File: src/rtl/noc_flit_pkg.sv
// Shared flit-link types: flit type encoding, framing FSM states and a constant clog2.
// Flit type occupies the top FLIT_TYPE_BITS of every flit.
package noc_flit_pkg;

  localparam int FLIT_TYPE_BITS = 2;

  typedef enum logic [FLIT_TYPE_BITS-1:0] {
    HEAD     = 2'b00,
    BODY     = 2'b01,
    TAIL     = 2'b10,
    HEADTAIL = 2'b11
  } flit_type_t;

  typedef enum logic {
    IDLE   = 1'b0,
    PACKET = 1'b1
  } link_state_t;

  function automatic int clog2(input int value);
    int r;
    int v;
    r = 0;
    v = value - 1;
    while (v > 0) begin
      r++;
      v = v >> 1;
    end
    return r;
  endfunction

endpackage

File: src/rtl/credit_counter.sv
// Saturating credit counter: starts full, dec on forward, inc on returned credit.
// Latency 1 cycle (registered count); an inc while full with no dec is dropped and flagged.
module credit_counter
  import noc_flit_pkg::*;
#(
  parameter int BUFFER_SIZE = 8
) (
  input  logic                           clk,
  input  logic                           rst,
  input  logic                           dec_i,
  input  logic                           inc_i,
  output logic [clog2(BUFFER_SIZE+1)-1:0] count_o,
  output logic                           nonzero_o,
  output logic                           overflow_o
);

  localparam int CW = clog2(BUFFER_SIZE + 1);
  localparam logic [CW-1:0] MAX_CNT = CW'(BUFFER_SIZE);

  logic [CW-1:0] count_q;
  logic [CW-1:0] count_d;

  always_comb begin
    count_d    = count_q;
    overflow_o = 1'b0;
    case ({dec_i, inc_i})
      2'b10: count_d = count_q - CW'(1);
      2'b01: begin
        if (count_q == MAX_CNT) begin
          overflow_o = 1'b1;
        end else begin
          count_d = count_q + CW'(1);
        end
      end
      default: count_d = count_q;
    endcase
  end

  always_ff @(posedge clk or posedge rst) begin
    if (rst) begin
      count_q <= MAX_CNT;
    end else begin
      count_q <= count_d;
    end
  end

  assign count_o   = count_q;
  assign nonzero_o = (count_q != '0);

endmodule

File: src/rtl/flit_link_tx.sv
// Credit-based link transmitter: checks head/body/tail framing, registers flits onto the link.
// Latency 1 cycle; ready_o falls only when credits run out, so upstream stalls on zero credit.
module flit_link_tx
  import noc_flit_pkg::*;
#(
  parameter int BUFFER_SIZE = 8,
  parameter int FLIT_SIZE   = 8
) (
  input  logic                            clk,
  input  logic                            rst,
  input  logic [FLIT_SIZE-1:0]            data_i,
  input  logic                            valid_i,
  output logic                            ready_o,
  output logic [FLIT_SIZE-1:0]            data_o,
  output logic                            write_o,
  input  logic                            credit_i,
  output logic [clog2(BUFFER_SIZE+1)-1:0] credits_o,
  output logic                            error_o
);

  link_state_t          state_q, state_d;
  logic [FLIT_SIZE-1:0] data_q, data_d;
  logic                 write_q, write_d;
  logic                 error_q, error_d;
  logic                 accept;
  logic                 fwd;
  logic                 frame_err;
  logic                 overflow;
  flit_type_t           flit_type;

  credit_counter #(
    .BUFFER_SIZE(BUFFER_SIZE)
  ) u_credit_counter (
    .clk       (clk),
    .rst       (rst),
    .dec_i     (fwd),
    .inc_i     (credit_i),
    .count_o   (credits_o),
    .nonzero_o (ready_o),
    .overflow_o(overflow)
  );

  assign accept    = valid_i & ready_o;
  assign flit_type = flit_type_t'(data_i[FLIT_SIZE-1 -: FLIT_TYPE_BITS]);

  // Out-of-order flits are consumed from upstream but never reach the link.
  always_comb begin
    state_d   = state_q;
    fwd       = 1'b0;
    frame_err = 1'b0;
    if (accept) begin
      case (state_q)
        IDLE: begin
          case (flit_type)
            HEAD: begin
              fwd     = 1'b1;
              state_d = PACKET;
            end
            HEADTAIL: fwd = 1'b1;
            default:  frame_err = 1'b1;
          endcase
        end
        PACKET: begin
          case (flit_type)
            BODY: fwd = 1'b1;
            TAIL: begin
              fwd     = 1'b1;
              state_d = IDLE;
            end
            default: frame_err = 1'b1;
          endcase
        end
        default: state_d = IDLE;
      endcase
    end
  end

  always_comb begin
    write_d = fwd;
    data_d  = fwd ? data_i : data_q;
    error_d = error_q | frame_err | overflow;
  end

  always_ff @(posedge clk or posedge rst) begin
    if (rst) begin
      state_q <= IDLE;
      data_q  <= '0;
      write_q <= 1'b0;
      error_q <= 1'b0;
    end else begin
      state_q <= state_d;
      data_q  <= data_d;
      write_q <= write_d;
      error_q <= error_d;
    end
  end

  assign data_o  = data_q;
  assign write_o = write_q;
  assign error_o = error_q;

endmodule

File: config.mk
export PLATFORM = sky130hd
export DESIGN_NAME = flit_link_tx
export DESIGN_NICKNAME = d
export VERILOG_FILES = /design/src/rtl/noc_flit_pkg.sv /design/src/rtl/credit_counter.sv /design/src/rtl/flit_link_tx.sv
export SDC_FILE = /design/constraint.sdc
export NUM_CORES = 1
export LEC_CHECK = 0
export CORE_ASPECT_RATIO = 0.7
export CORE_UTILIZATION = 40
export CTS_CLUSTER_SIZE = 20
export DETAILED_ROUTE_END_ITERATION = 6
export GPL_TIMING_DRIVEN = 0
export PLACE_DENSITY = 0.73
export SYNTH_ARGS = -nofsm -noshare
export SYNTH_HDL_FRONTEND = slang
export SYNTH_SLANG_ARGS = --single-unit
export TNS_END_PERCENT = 30
File: constraint.sdc
create_clock -name clk -period 2.4 [get_ports clk]
set_clock_uncertainty 0.05 [all_clocks]
set_input_delay 0.48 -clock clk [delete_from_list [all_inputs] [get_ports clk]]
set_output_delay 0.48 -clock clk [all_outputs]
set_load 0.03 [all_outputs]
==> key figures <==
Timing
  – Final hold violation count: 0
  – Slew at the pin closest to its max-slew limit: 0.573 ns
  – Max Fclk: 424 MHz
  – Slew margin rel.: 0.618
  – Final period utilization: 0.983
  – Count of pins over their slew limit: 0
  – Setup TNS: 0 ns
  – Worst Hold Slack: 0.433 ns
  – Final setup viols: 0
  – Fin crit period: 2.36 ns

CTS
  – CTS tree: yes
  – Cts-stage hold buffer count: 0
  – Root Buffer Master: clkbuf_4
  – CTS clk-pin slew, worst paths: 0.10 ns
  – Number of CTS-inserted buffers: 3
  – Skew-Pair Late Insertion Delay: 0.29 ns
  – CTS sink count: 15
  – H-tree levels: 1
  – Worst-case clock buffer depth: 2

Yosys
  – Cell variety after synth: 29
  – Syn Inst Count: 82
  – Mapped cell area: 855 sq um
  – Top-area cell type share of the netlist area: 0.410
  – Yosys top cell by area: dfrtp_1
  – Synth top area cells: dfrtp_1 (41%), nand2_1 (9.2%), a21oi_1 (3.5%)
  – Sequential element share of the synthesized area: 0.441
  – #FFs+latches synth: 15
  – Mean Syn Cell Area: 10.4 sq um
  – Mapped Nets: 97
  – Yosys warning total: 0

Route
  – Routed len/inst: 13.6 um
  – Initial DRT Pass Iterations: 7
  – Number of remaining DRC errors: 2
  – DR iter-0 viols: 32
  – Routed vias: 720
  – Total Routed Length: 1910 um
  – Vias/cell: 5.14
  – ANT nets after route: 0

Finish
  – Ant diodes: 0
  – Fin cells: 140
  – Commonest non-fill, non-tap cells in the layout: clkdlybuf4s50_1 (24), nand2_1 (19), dfrtp_1 (11)
  – # nets final: 134
  – Fillers: 143
  – Commonest non-fill, non-tap cell in the layout: clkdlybuf4s50_1
  – Design area: 1290 sq um
  – Area growth syn-to-layout: 50.5%
  – Share of cells above drive strength 1: 0.288

Setup path
  – Largest fanout on the critical path: 8
  – Critical path data arrival time: 2.52 ns
  – Startpoint types: register
  – CP endpoint kind: register
  – Worst EP required: 2.56 ns
  – Reg2Reg Depth: 9
  – Critical path type: reg -> reg

Run
  – MaxCap Viol Count: 0

Die
  – IO Pins: 27
  – Initial Util: 0.441
  – Die W: 57.2 um
  – Rows: 13
  – Die Footprint: 2330 sq um
  – Core Box Area: 1940 sq um
  – DIE HEIGHT: 40.7 um

GRT
  – GR Overflow Total: 0
  – First-pass GRT wire length: 2930 um
  – Pin count of the biggest net entering global routing: 16
  – Vias in the first global route: 610
  – Total track usage: 0.178
  – Initial antenna violation count: 0

Power
  – Lkg Pwr: 0.580 nW
  – Overall power: 1.74 mW
  – Pwr per Cell Area: 1350 nW/um^2
  – VDD IR max: 0.821 mV

Status
  – Violated checks: DRC
  – Run status: complete, but fails checks

Hold path
  – Min-delay worst type: reg -> reg
  – Hold Path Depth: 2

Placed design
  – RD Place Congestion: 0.790
  – Placed Cells: 130
  – IO Port Bufs: 26
  – Hpwl dp: 1350 um
  – Area after DPL: 1160 sq um
-- critical path: stages (launching register included) --
cell and delay (ns):
dfrtp_2 0.50, o41a_1 0.43, nand2_2 0.13, buf_8 0.12
nand2_4 0.07, ha_4 0.32, nand3_2 0.10, nand2_2 0.10
mux2_4 0.30, a22oi_2 0.15
-- path summary, 6_finish.rpt --
| path | start | endpoint | slack (ns) |
|---|---|---|---|
| worst min register to register | data_o[3] | data_o[3] | 0.43 |
| worst max register to register | u_credit_counter.count_o[0] | u_credit_counter.count_o[3] | 0.04 |
| worst max-delay path | u_credit_counter.count_o[0] | u_credit_counter.count_o[3] | 0.04 |
| min in group asynchronous | rst | data_o[7] | 0.49 |
| worst min-delay path | data_o[3] | data_o[3] | 0.43 |
| max in group asynchronous | rst | u_credit_counter.count_o[1] | 1.40 |
-- routing by layer --
layer	vias to the layer above	global-route usage	routed length (um)
met5	-	0	0
met4	0	0.0366	9
met3	2	0.0568	88
met2	17	0.259	849
met1	349	0.261	959
li1	352	-	-
-- repair_timing --
item	4_1_cts	5_1_grt
pin swaps	1	7
setup endpoints to repair	4	2
buffers inserted	3	4
resized for setup	3	11
-- cell usage after synthesis --
cell type	instances
nand2_1	21
dfrtp_1	14
a21oi_1	6
inv_1	4
mux2i_1	3
nand3_1	3
nor3_1	3
a31oi_1	2
buf_6	2
ha_1	2
mux2_2	2
nor2_1	2
o21ai_0	2
a221oi_2	1
a22oi_1	1
dfstp_2	1
fa_1	1
inv_2	1
nand2_2	1
nand2b_1	1
nor3_2	1
o41a_1	1
o41ai_4	1
or2_2	1
xnor2_1	1
xnor2_2	1
xnor3_1	1
xor2_1	1
xor3_1	1
-- registers in the layout (all words and copies together) (netlist names), named ones only --
register                  flops
error_o                       1
data_o                        8
write_o                       1
u_credit_counter.count_o      4
-- area by class of cell --
type	count	area (sq um)	share of cell area
Multi-Input combinational cell	60	507	0.394
Sequential cell	15	380	0.296
Timing Repair Buffer	33	310	0.241
Tap cell	22	27.5	0.0214
Clock buffer	3	22.5	0.0175
Inverter	5	18.8	0.0146
Buffer	1	15.0	0.0117
Clock inverter	1	5.00	0.00389
-- kinds of logic (layout without fill, tap and decap cells) --
kind of cell,count (synthesis),after routing,synth area share
simple gates,33,33,0.170
flops,15,15,0.441
compound gates,14,14,0.133
buf+inv,7,43,0.0483
xor+xnor,5,5,0.0937
mux,5,5,0.0615
fa+ha+maj,3,3,0.0527
-- metrics by stage --
stage	util	worst slack, ns
after floorplan	-	0.00127
after global placement	0.599	-0.557
after detailed placement	0.599	-0.608
after CTS	0.626	-0.0729
after global routing	0.665	-0.0414
final	0.665	0.0407
-- power breakdown --
group	switching, mW	internal, mW
Sequential	0.141	0.375
Combinational	0.563	0.515
Clock	0.0857	0.0620
Note: power is estimated with default switching activity, not from simulation.
